<file path="src/rtl/arb_requester.sv">
// Client-side requester for a request/grant arbiter: queues burst commands, holds request
// until every beat of the active burst is granted, then drops request for one cycle.
module arb_requester #(
  parameter int unsigned DEPTH   = 4,
  parameter int unsigned LEN_W   = 4,
  parameter int unsigned TIMEOUT = 15
) (
  input  logic                           clk,
  input  logic                           reset,
  input  logic                           cmd_valid,
  input  logic [LEN_W-1:0]               cmd_len,
  output logic                           cmd_ready,
  output logic                           request,
  input  logic                           grant,
  output logic                           beat,
  output logic                           done,
  output logic                           timeout_err,
  output logic [$clog2(DEPTH+1)-1:0]     pending
);

  localparam int unsigned PTR_W  = $clog2(DEPTH);
  localparam int unsigned CNT_W  = $clog2(DEPTH+1);
  localparam int unsigned WAIT_W = $clog2(TIMEOUT+1);

  localparam logic [1:0] IDLE = 2'd0;
  localparam logic [1:0] BUSY = 2'd1;
  localparam logic [1:0] GAP  = 2'd2;

  logic [LEN_W-1:0]  mem [DEPTH];
  logic [PTR_W-1:0]  wr_ptr_q, rd_ptr_q;
  logic [CNT_W-1:0]  count_q;
  logic [1:0]        state_q, state_d;
  logic [LEN_W-1:0]  remaining_q, remaining_d;
  logic [WAIT_W-1:0] wait_q, wait_d;
  logic              request_q;
  logic              timeout_q, timeout_d;
  logic              push, pop, empty;

  assign empty       = (count_q == '0);
  assign cmd_ready   = (count_q != CNT_W'(DEPTH));
  assign push        = cmd_valid & cmd_ready;
  assign pending     = count_q;
  assign request     = request_q;
  assign beat        = request_q & grant;
  assign done        = beat & (remaining_q == '0);
  assign timeout_err = timeout_q;

  // GAP pops directly when work is waiting, so back-to-back bursts see exactly one low cycle.
  always_comb begin
    state_d     = state_q;
    remaining_d = remaining_q;
    wait_d      = wait_q;
    timeout_d   = 1'b0;
    pop         = 1'b0;
    unique case (state_q)
      IDLE, GAP: begin
        if (!empty) begin
          pop         = 1'b1;
          remaining_d = mem[rd_ptr_q];
          wait_d      = '0;
          state_d     = BUSY;
        end else begin
          state_d = IDLE;
        end
      end
      BUSY: begin
        if (beat) begin
          if (remaining_q != '0) begin
            remaining_d = remaining_q - 1'b1;
            wait_d      = '0;
          end else begin
            state_d = GAP;
          end
        end else if (wait_q == WAIT_W'(TIMEOUT - 1)) begin
          wait_d    = WAIT_W'(TIMEOUT);
          timeout_d = 1'b1;
          state_d   = GAP;
        end else begin
          wait_d = wait_q + 1'b1;
        end
      end
      default: state_d = IDLE;
    endcase
  end

  always_ff @(posedge clk or posedge reset) begin
    if (reset) begin
      state_q     <= IDLE;
      remaining_q <= '0;
      wait_q      <= '0;
      request_q   <= 1'b0;
      timeout_q   <= 1'b0;
    end else begin
      state_q     <= state_d;
      remaining_q <= remaining_d;
      wait_q      <= wait_d;
      request_q   <= (state_d == BUSY);
      timeout_q   <= timeout_d;
    end
  end

  always_ff @(posedge clk or posedge reset) begin
    if (reset) begin
      wr_ptr_q <= '0;
      rd_ptr_q <= '0;
      count_q  <= '0;
    end else begin
      if (push) wr_ptr_q <= wr_ptr_q + 1'b1;
      if (pop)  rd_ptr_q <= rd_ptr_q + 1'b1;
      if (push && !pop)      count_q <= count_q + 1'b1;
      else if (pop && !push) count_q <= count_q - 1'b1;
    end
  end

  always_ff @(posedge clk) begin
    if (push) mem[wr_ptr_q] <= cmd_len;
  end

endmodule

</file>
<file path="config.mk">
export PLATFORM = sky130hd
export DESIGN_NAME = arb_requester
export DESIGN_NICKNAME = d
export VERILOG_FILES = /design/src/rtl/arb_requester.sv
export SDC_FILE = /design/constraint.sdc
export NUM_CORES = 1
export LEC_CHECK = 0
export ABC_CLOCK_PERIOD_IN_PS = 2100
export CAP_MARGIN = 20
export CELL_PAD_IN_SITES_DETAIL_PLACEMENT = 0
export CELL_PAD_IN_SITES_GLOBAL_PLACEMENT = 2
export CORE_MARGIN = 10
export CORE_UTILIZATION = 35
export DETAILED_ROUTE_END_ITERATION = 12
export GPL_TIMING_DRIVEN = 0
export MAX_ROUTING_LAYER = met4
export PLACE_DENSITY = 0.74
export SYNTH_ARGS = -nofsm -noshare
export SYNTH_HDL_FRONTEND = slang
export SYNTH_SLANG_ARGS = --single-unit
</file>
<file path="constraint.sdc">
create_clock -name clk -period 2.1 [get_ports clk]
set_input_delay 0.21 -clock clk [delete_from_list [all_inputs] [get_ports clk]]
set_output_delay 0.21 -clock clk [all_outputs]
set_load 0.02 [all_outputs]
</file>
==> results.sh, run 1 <==
export IMPL_p_per_area_nw_per_um2=1370
export IMPL_numPortBuffers=15
export IMPL_place_congestion=0.7917
export IMPL_crit_path_top_delay_cell="dfrtp_1"
export IMPL_htreeDepth=2
export IMPL_yosysTopAreaCellShare=0.2887
export IMPL_n_antenna_cell=0
export IMPL_cts_root_buffer="clkbuf_8"
export IMPL_viasPerCell=4.901
export IMPL_synth_top_family_by_area="simple AND/OR/NAND/NOR gates"
export IMPL_crit_path_cell_trace="inv_1, ha_4, nor3b_4, nor2b_2, buf_4, clkdlybuf4s15_2"
export IMPL_worstSetupEndpointType="primary output"
export IMPL_synth_xor_area_share=0.03158
export IMPL_design_core_area_um2=4661
export IMPL_tightest_slew_ns=0.7487
export IMPL_final_max_slew_viol_count=0
export IMPL_synth_fp_nets=149
export IMPL_area_growth_pct=22.33
export IMPL_cts_buffer_depth=2
export IMPL_grt_max_degree=20
export IMPL_die_w_um=88.96
export IMPL_initialDrtViolationCount=42
export IMPL_grt_pass1_wl_um=5444
export IMPL_clk_pin_slew_ns=0.07
export IMPL_vias=1044
export IMPL_setup_viol=0
export IMPL_fmax_mhz=504.3
export IMPL_rows=25
export IMPL_r2r_cells=9
export IMPL_dieArea_um2=7913
export IMPL_route_antenna_remaining_nets=0
export IMPL_syn_area_um2=1664
export IMPL_start_util=0.3570
export IMPL_ys_warn_count=0
export IMPL_max_stage_delay_ns=0.38
export IMPL_post_route_period_util=0.9443
export IMPL_power_leakage_nw=0.8188
export IMPL_r2r_end="pending[2]$_DFFE_PP0P_"
export IMPL_drt_drc_violations_left=0
export IMPL_synthDistinctLibCells=38
export IMPL_grt_usage=0.09365
export IMPL_layout_drive_gt1_share=0.2075
export IMPL_crit_required_ns=1.89
export IMPL_synthSimpleGateAreaFrac=0.1135
export IMPL_place_hpwl_um=2272
export IMPL_syn_avg_cell_area_um2=12.61
export IMPL_routed_wl_um=3052
export IMPL_cts_sinks=35
export IMPL_outcome="completed"
export IMPL_worstSetupPathType="flip-flop to primary output"
export IMPL_synth_compound_area_frac=0.1023
export IMPL_finalHoldViolCount=0
export IMPL_cp_startpoint="remaining_q[0]$_DFFE_PP0P_"
export IMPL_synth_area_top_cells="edfxtp_1 29%, dfrtp_1 29%, ha_1 6.0%, mux4_2 4.1%, inv_1 2.5%"
export IMPL_grt_setup_unrepaired="true"
export IMPL_slew_headroom=0.5003
export IMPL_numCtsBuffers=5
export IMPL_die_height_um=88.96
export IMPL_r2r_start="pending[0]$_DFFE_PP0P_"
export IMPL_cts_tree="yes"
export IMPL_hold_worst_slack_ns=0.3508
export IMPL_critPathArrivalTime_ns=1.77
export IMPL_critPathLaunchType="flip-flop"
export IMPL_timing_reg2reg_setup_slack_ns=0.12
export IMPL_insertion_delay_ns=0.29
export IMPL_antenna_found_initial=0
export IMPL_worstPathMaxFanout=6
export IMPL_drv_cap=0
export IMPL_skew_ns=0.009380
export IMPL_fin_crit_ns=1.983
export IMPL_ys_seq_elements=35
export IMPL_netlist_instances=132
export IMPL_synthMuxAreaShare=0.06692
export IMPL_first_pass_iters=4
export IMPL_yosysTopAreaCell="edfxtp_1"
export IMPL_wl_per_cell_um=14.33
export IMPL_nNetsFinal=175
export IMPL_synth_fa_ha_area_frac=0.07218
export IMPL_worstHoldPathType="input pin to async pin"
export IMPL_io_pins=16
export IMPL_grt_pass1_vias=1101
export IMPL_vdd_drop_max_mv=0.7118
export IMPL_grt_ovfl_total=0
export IMPL_final_util=0.4368
export IMPL_seq_area_frac_synth=0.5744
[how the worst max path moves through the flow]
| stage | endpoint | slack [ns] |
|---|---|---|
| after global routing | pending[2]$_DFFE_PP0P_ | -0.03 |
| after floorplan | pending[2]$_DFFE_PP0P_ | 0.0004 |
| final | done | 0.12 |
| after detailed placement | pending[2]$_DFFE_PP0P_ | -0.08 |
| after global placement | pending[2]$_DFFE_PP0P_ | -0.04 |
| after CTS | done | 0.006 |
[layout by cell type (no fill, tap or decap), types with 2 or more instances in the layout]
master           netlist  final
mux2_1                 2      2
nand2_1                8      8
or3_1                  2      2
nor2_1                 9      9
dfrtp_2                0      2
inv_1                 11     11
o21ai_1                3      3
clkbuf_8               0      5
xnor2_1                4      4
dfrtp_1               19     17
ha_1                   8      6
and3_1                 4      4
clkdlybuf4s50_1        0     14
nand3_1                5      5
buf_2                  4      3
edfxtp_1              16     16
buf_4                  0      5
a21oi_1                6      6
o31ai_1                2      2
mux4_2                 3      3
o21ai_0                3      3
xor2_1                 2      2
[per-stage QoR]
stage / total power, mW / TNS, ns / std cells / worst slack, ns / cell area [µm²]
6_report: 2.789 / 0 / 213 / 0.1170 / 2036
5_1_grt: 3.053 / -0.03719 / 213 / -0.02711 / 2036
4_1_cts: 2.780 / 0 / 210 / 0.006475 / 1991
3_5_place_dp: 2.258 / -0.1143 / 201 / -0.08288 / 1883
3_3_place_gp: 2.225 / -0.06850 / 201 / -0.04113 / 1883
2_1_floorplan: 1.918 / 0 / 132 / 0.0004288 / 1665
[critical path: cells and delay by family (launching register included)]
kind / cells / cell delay, ns
DFF: 1 / 0.38
adders and majority gates: 1 / 0.17
and+or+nand+nor: 2 / 0.40
buffers and inverters: 3 / 0.53
[layer usage]
layer	vias to the layer above	share of wire	global-route usage
met5	-	0	-
met4	0	0.020	0.04335
met3	6	0.045	0.03282
met2	23	0.47	0.1376
met1	498	0.47	0.1131
li1	517	-	-
[logic make-up (layout without fill, tap and decap cells)]
group / count (synthesis) / after routing
XOR/XNOR: 6 / 6
buffers and inverters: 16 / 43
flip-flops: 35 / 35
AO/OA/AOI/OAI: 23 / 23
adder cells (fa/ha/maj): 9 / 9
multiplexers: 7 / 7
AND/OR/NAND/NOR: 36 / 36
[cells in the mapped netlist]
library cell / count
o31ai_1: 2
mux2i_1: 1
o21ai_1: 3
nand2_1: 8
o21a_1: 1
a22o_1: 1
a41oi_1: 1
nor3_2: 1
ha_1: 8
nor2_1: 9
o211ai_1: 1
edfxtp_1: 16
nor3b_2: 1
dfrtp_1: 19
nand2_2: 1
a21oi_1: 6
nand3_1: 5
o21ai_0: 3
mux2_1: 2
xnor2_1: 4
mux4_2: 3
mux2_2: 1
o311ai_0: 1
nor2b_1: 2
inv_1: 11
and2_1: 1
xor2_1: 2
fa_1: 1
or3_1: 2
and3_1: 4
buf_2: 4
o21ai_2: 1
nand2b_1: 1
nand2b_2: 1
o32ai_1: 1
inv_2: 1
o32ai_4: 1
o2bb2ai_1: 1
[state kept, by name, indices dropped and copies added, names as in the netlist]
register / count
timeout_err: 1
mem: 16
pending: 3
state_q: 2
rd_ptr_q: 2
wait_q: 4
remaining_q: 4
request: 1
wr_ptr_q: 2
[area by class of cell]
type,instances,area [µm²]
buffer,4,22.52
clock inverter,2,12.51
multi-input combinational,81,675.6
tap,54,67.56
timing repair buffer,19,181.4
inverter,12,45.04
clock buffer,6,72.57
fill,438,2625
sequential,35,958.4
[report_power, final]
part,total [mW],internal (mW),switching (mW)
clock,0.461,0.231,0.229
combinational,1.21,0.590,0.617
sequential,1.12,0.944,0.177
total,2.79,1.77,1.02
[repair_timing]
action,4_1_cts,5_1_grt
buffers inserted,1,3
pin swaps,1,0
endpoints found under the hold margin,0,0
endpoints found under the setup margin,3,3
resized for setup,6,6
hold buffers,0,0
(Power assumes the default switching activity.)
==> run 2, diff against run 1 <==
--- a/config.mk
+++ b/config.mk
@@ -7,14 +7,15 @@
 export LEC_CHECK = 0
 export ABC_CLOCK_PERIOD_IN_PS = 2100
 export CAP_MARGIN = 20
-export CELL_PAD_IN_SITES_DETAIL_PLACEMENT = 0
-export CELL_PAD_IN_SITES_GLOBAL_PLACEMENT = 2
+export CELL_PAD_IN_SITES_DETAIL_PLACEMENT = 1
+export CELL_PAD_IN_SITES_GLOBAL_PLACEMENT = 1
 export CORE_MARGIN = 10
 export CORE_UTILIZATION = 35
 export DETAILED_ROUTE_END_ITERATION = 12
 export GPL_TIMING_DRIVEN = 0
 export MAX_ROUTING_LAYER = met4
-export PLACE_DENSITY = 0.74
+export PLACE_DENSITY = 0.64
 export SYNTH_ARGS = -nofsm -noshare
 export SYNTH_HDL_FRONTEND = slang
 export SYNTH_SLANG_ARGS = --single-unit
+export TNS_END_PERCENT = 5
==> results.sh, run 2 (synthesis gave the netlist of run 1 again) <==
export IMPL_outcome="completed"
export IMPL_route_antenna_remaining_nets=0
export IMPL_vdd_drop_max_mv=0.6483
export IMPL_io_pins=16
export IMPL_worstPathMaxFanout=4
export IMPL_cts_buffer_depth=2
export IMPL_cts_tree="yes"
export IMPL_fin_setup_tns_ns=0
export IMPL_vias=1054
export IMPL_finalHoldViolCount=0
export IMPL_grt_pass1_vias=1146
export IMPL_skew_ns=0.009800
export IMPL_final_cells=215
export IMPL_nNetsFinal=177
export IMPL_n_antenna_cell=0
export IMPL_routed_wl_um=3398
export IMPL_cts_sinks=35
export IMPL_crit_required_ns=2.29
export IMPL_tightest_slew_ns=0.7668
export IMPL_numPortBuffers=15
export IMPL_grt_usage=0.09711
export IMPL_design_core_area_um2=4661
export IMPL_place_hpwl_um=2524
export IMPL_power_frac_clock=0.174
export IMPL_grt_setup_unrepaired="true"
export IMPL_clk_pin_slew_ns=0.08
export IMPL_combPwrFrac=0.432
export IMPL_area_growth_pct=22.56
export IMPL_initialDrtViolationCount=36
export IMPL_fin_ws_ns=0.08185
export IMPL_die_w_um=88.96
export IMPL_grt_ovfl_total=0
export IMPL_critPathLaunchType="flip-flop"
export IMPL_grt_pass1_wl_um=5595
export IMPL_fmax_mhz=495.5
export IMPL_die_height_um=88.96
export IMPL_start_util=0.3570
export IMPL_setup_viol=0
export IMPL_intPower_mw=1.806
export IMPL_worstSetupEndpointType="flip-flop"
export IMPL_cts_root_buffer="clkbuf_8"
export IMPL_first_pass_iters=4
export IMPL_pwr_share_seq=0.395
export IMPL_swShare=0.3688
export IMPL_placement_cell_area_um2=1883
export IMPL_p_per_area_nw_per_um2=1403
export IMPL_final_cell_mix="16 x edfxtp_1, 16 x dfrtp_1, 14 x clkdlybuf4s50_1"
export IMPL_rows=25
export IMPL_drt_drc_violations_left=0
export IMPL_regMostFlops="mem"
export IMPL_layout_drive_gt1_share=0.2174
export IMPL_grt_max_degree=20
export IMPL_worstHoldPathType="input pin to async pin"
export IMPL_fin_crit_ns=2.018
export IMPL_wl_per_cell_um=15.80
export IMPL_dieArea_um2=7913
export IMPL_viasPerCell=4.902
export IMPL_htreeDepth=2
export IMPL_critPathArrivalTime_ns=2.21
export IMPL_placed_cells=201
export IMPL_antenna_found_initial=0
export IMPL_numCtsBuffers=5
export IMPL_postCtsHoldBufs=0
export IMPL_worstSetupPathType="flip-flop to flip-flop"
export IMPL_power_leakage_nw=0.8330
export IMPL_drv_cap=0
export IMPL_pre_cts_slack_ns=-0.1358
export IMPL_postLayoutCellArea_um2=2039
export IMPL_final_max_slew_viol_count=0
export IMPL_place_congestion=0.7470
export IMPL_insertion_delay_ns=0.28
export IMPL_post_route_period_util=0.9610
export IMPL_slew_headroom=0.4883
export IMPL_largest_reg_flops=16
export IMPL_p_switching_mw=1.055
export IMPL_reg_top3="mem (16), remaining_q (4), wait_q (4)"
## run 2: cell types whose count changed in the layout (fill, tap and decap cells not counted), sizes merged
cell	previous run	this run
clkdlybuf4s15	1	0
buf	8	11
## run 2: final cells by class
cell class,count,area [µm²]
fill,508,2621
clock inverter,2,11.26
tap,54,67.56
multi-input combinational,81,663.1
clock buffer,6,82.58
timing repair buffer,21,190.2
inverter,12,45.04
sequential,35,959.7
buffer,4,20.02
## run 2: timing repair
item	in CTS	in global routing
pin swaps	1	0
endpoints found under the setup margin	3	3
gates resized for setup	9	2
setup buffers	1	5
## run 2: worst paths after layout
check                                             endpoint                  startpoint  cells past startpoint  slack (ns)
worst max-delay path                pending[2]$_DFFE_PP0P_      pending[2]$_DFFE_PP0P_                      9        0.08
worst min-delay path                 wait_q[0]$_DFFE_PP0P_                       reset                      2        0.36
worst max register to register      pending[2]$_DFFE_PP0P_      pending[2]$_DFFE_PP0P_                      9        0.08
worst min register to register  remaining_q[1]$_DFFE_PP0P_  remaining_q[1]$_DFFE_PP0P_                      2        0.56
max in group asynchronous           pending[0]$_DFFE_PP0P_                       reset                      2        1.20
min in group clk                remaining_q[1]$_DFFE_PP0P_  remaining_q[1]$_DFFE_PP0P_                      2        0.56
## run 2: metrics by stage
| step | power, mW | util | hold WS (ns) |
|---|---|---|---|
| 2_1_floorplan | 1.918 | - | 0.1611 |
| 3_3_place_gp | 2.219 | 0.4040 | 0.5242 |
| 3_5_place_dp | 2.286 | 0.4040 | 0.5454 |
| 4_1_cts | 2.852 | 0.4303 | 0.3911 |
| 5_1_grt | 3.110 | 0.4376 | 0.4458 |
| 6_report | 2.861 | 0.4376 | 0.3628 |
## run 2: critical path: stages (launching register included)
cell and delay, ns:
dfrtp_2 0.45, nor3_4 0.22, nor2_1 0.09, inv_2 0.10, ha_1 0.19, inv_1 0.06
fa_1 0.37, xor2_1 0.18, nor2_1 0.12, xor2_1 0.16
## run 2: power by group through the flow
stage / clock network [mW] / registers (mW) / logic (mW)
detailed placement: 0 / 1.13 / 1.16
floorplan: 0 / 1.12 / 0.793
CTS: 0.518 / 1.13 / 1.20
global route: 0.552 / 1.16 / 1.39
global placement: 0 / 1.11 / 1.11
finish: 0.496 / 1.13 / 1.24
## run 2: layer usage
layer | track usage | vias to the layer above | wire (µm)
met1 | 0.1118 | 516 | 1551
met3 | 0.03829 | 2 | 103
met2 | 0.1509 | 12 | 1719
met4 | 0.03468 | 0 | 23
met5 | - | - | 0
li1 | - | 524 | -
==> run 3, diff against run 2 <==
--- a/config.mk
+++ b/config.mk
@@ -9,12 +9,13 @@
 export CAP_MARGIN = 20
 export CELL_PAD_IN_SITES_DETAIL_PLACEMENT = 1
 export CELL_PAD_IN_SITES_GLOBAL_PLACEMENT = 1
+export CORE_ASPECT_RATIO = 0.6
 export CORE_MARGIN = 10
 export CORE_UTILIZATION = 35
 export DETAILED_ROUTE_END_ITERATION = 12
 export GPL_TIMING_DRIVEN = 0
 export MAX_ROUTING_LAYER = met4
-export PLACE_DENSITY = 0.64
+export PLACE_DENSITY_LB_ADDON = 0.1
 export SYNTH_ARGS = -nofsm -noshare
 export SYNTH_HDL_FRONTEND = slang
 export SYNTH_SLANG_ARGS = --single-unit
==> results.sh, run 3 (synthesis gave the netlist of run 1 again) <==
export IMPL_post_route_period_util=0.9143
export IMPL_drt_drc_violations_left=0
export IMPL_crit_path_cell_trace="nor3_4, nor2_2, inv_2, ha_4, inv_1, fa_1, xor2_1, nor2_1, xor2_1"
export IMPL_nNetsFinal=181
export IMPL_final_cells=228
export IMPL_numCtsBuffers=5
export IMPL_place_congestion=0.7517
export IMPL_total_power_mw=2.956
export IMPL_outcome="completed"
export IMPL_final_max_slew_viol_count=0
export IMPL_multiInputGateArea_um2=678.2
export IMPL_first_pass_iters=4
export IMPL_grt_ovfl_total=0
export IMPL_setup_viol=0
export IMPL_htreeDepth=2
export IMPL_numPortBuffers=15
export IMPL_antenna_found_initial=0
export IMPL_critPathArrivalTime_ns=2.14
export IMPL_dieArea_um2=8003
export IMPL_register_area_um2=959.7
export IMPL_crit_path_frequent_cell="xor2_1"
export IMPL_vdd_drop_max_mv=0.6417
export IMPL_drv_cap=0
export IMPL_cts_buffer_depth=2
export IMPL_crit_path_top_delay_cell="dfrtp_2"
export IMPL_grt_max_degree=20
export IMPL_postLayoutCellArea_um2=2091
export IMPL_hold_worst_slack_ns=0.3527
export IMPL_max_stage_delay_ns=0.44
export IMPL_layout_drive_gt1_share=0.2485
export IMPL_initialDrtViolationCount=37
export IMPL_final_cell_mix="16 x edfxtp_1, 16 x dfrtp_1, 14 x clkdlybuf4s50_1"
export IMPL_placed_cells=210
export IMPL_insertion_delay_ns=0.29
export IMPL_fill_cells=506
export IMPL_worstSetupPathType="flip-flop to flip-flop"
export IMPL_area_growth_pct=25.64
export IMPL_fin_setup_tns_ns=0
export IMPL_tightest_slew_ns=0.7687
export IMPL_reg_top3="mem (16), remaining_q (4), wait_q (4)"
export IMPL_n_antenna_cell=0
export IMPL_die_w_um=109.0
export IMPL_design_core_area_um2=4588
export IMPL_power_leakage_nw=0.8511
export IMPL_slew_headroom=0.4870
export IMPL_worstHoldPathType="input pin to async pin"
export IMPL_route_antenna_remaining_nets=0
export IMPL_start_util=0.3627
export IMPL_fin_crit_ns=1.920
export IMPL_crit_required_ns=2.32
export IMPL_grt_pass1_vias=1237
export IMPL_worstSetupEndpointType="flip-flop"
export IMPL_die_height_um=73.41
export IMPL_wl_per_cell_um=16.58
export IMPL_worstPathMaxFanout=4
export IMPL_grt_pass1_wl_um=6299
export IMPL_regMostFlops="mem"
export IMPL_worst_path_buf_inv=2
export IMPL_cts_sinks=35
export IMPL_postCtsHoldBufs=0
export IMPL_crit_family="adder cells"
export IMPL_finalHoldViolCount=0
export IMPL_largest_reg_flops=16
export IMPL_p_per_area_nw_per_um2=1414
export IMPL_fin_ws_ns=0.1800
export IMPL_grt_setup_unrepaired="false"
export IMPL_skew_ns=0.005431
export IMPL_fmax_mhz=520.8
export IMPL_io_pins=16
export IMPL_viasPerCell=4.860
export IMPL_grt_usage=0.1062
export IMPL_place_hpwl_um=2902
export IMPL_final_util=0.4557
export IMPL_pre_cts_slack_ns=-0.1443
export IMPL_critPathLaunchType="flip-flop"
export IMPL_placement_cell_area_um2=1894
export IMPL_clk_pin_slew_ns=0.07
export IMPL_rows=19
export IMPL_cts_root_buffer="clkbuf_8"
export IMPL_vias=1108
export IMPL_cts_tree="yes"
export IMPL_routed_wl_um=3780
run 3: changes by cell type in the layout (fill, tap and decap cells not counted):
cell / before / now
ha_4: 0 / 1
clkinv_4: 0 / 1
nor2_1: 9 / 8
ha_1: 7 / 6
clkbuf_8: 6 / 5
buf_4: 6 / 10
nor2_2: 0 / 1
run 3: power by group:
group	internal (mW)	switching, mW	leakage (nW)
registers	0.946	0.174	0.373
clock network	0.231	0.252	0.0418
logic	0.661	0.693	0.436
total	1.84	1.12	0.851
run 3: final timing paths:
path | end | slack (ns) | cells past startpoint | startpoint
min in group clk | mem[3][3]$_DFFE_PP_ | 0.56 | 1 | cmd_len[3]
setup reg to reg | pending[2]$_DFFE_PP0P_ | 0.18 | 9 | pending[0]$_DFFE_PP0P_
hold / removal | wait_q[3]$_DFFE_PP0P_ | 0.35 | 2 | reset
setup / recovery | pending[2]$_DFFE_PP0P_ | 0.18 | 9 | pending[0]$_DFFE_PP0P_
hold reg to reg | remaining_q[1]$_DFFE_PP0P_ | 0.57 | 2 | remaining_q[1]$_DFFE_PP0P_
max in group asynchronous | pending[1]$_DFFE_PP0P_ | 1.22 | 2 | reset
run 3: layer usage:
layer,global-route usage,vias up,share of wire
li1,-,531,-
met1,0.1331,553,0.49
met2,0.1564,17,0.45
met3,0.03231,7,0.040
met4,0.04367,0,0.017
met5,-,-,0
run 3: area by class of cell:
class | count | area share
sequential | 35 | 0.4590
multi-input combinational | 81 | 0.3244
timing repair buffer | 25 | 0.1053
tap | 63 | 0.03770
clock buffer | 5 | 0.03291
inverter | 12 | 0.02154
clock inverter | 3 | 0.009575
buffer | 4 | 0.009575
run 3: what timing repair did:
item                       4_1_cts  5_1_grt
buffers inserted                 1        9
pin swaps                        1        3
setup endpoints to repair        3        3
resized for setup                6        8
run 3: worst reg2reg max path, cell delays in order (launching register included):
cell and delay (ns):
dfrtp_2 0.44, nor3_4 0.23, nor2_2 0.07, inv_2 0.10, ha_4 0.14, inv_1 0.04
fa_1 0.36, xor2_1 0.17, nor2_1 0.15, xor2_1 0.15
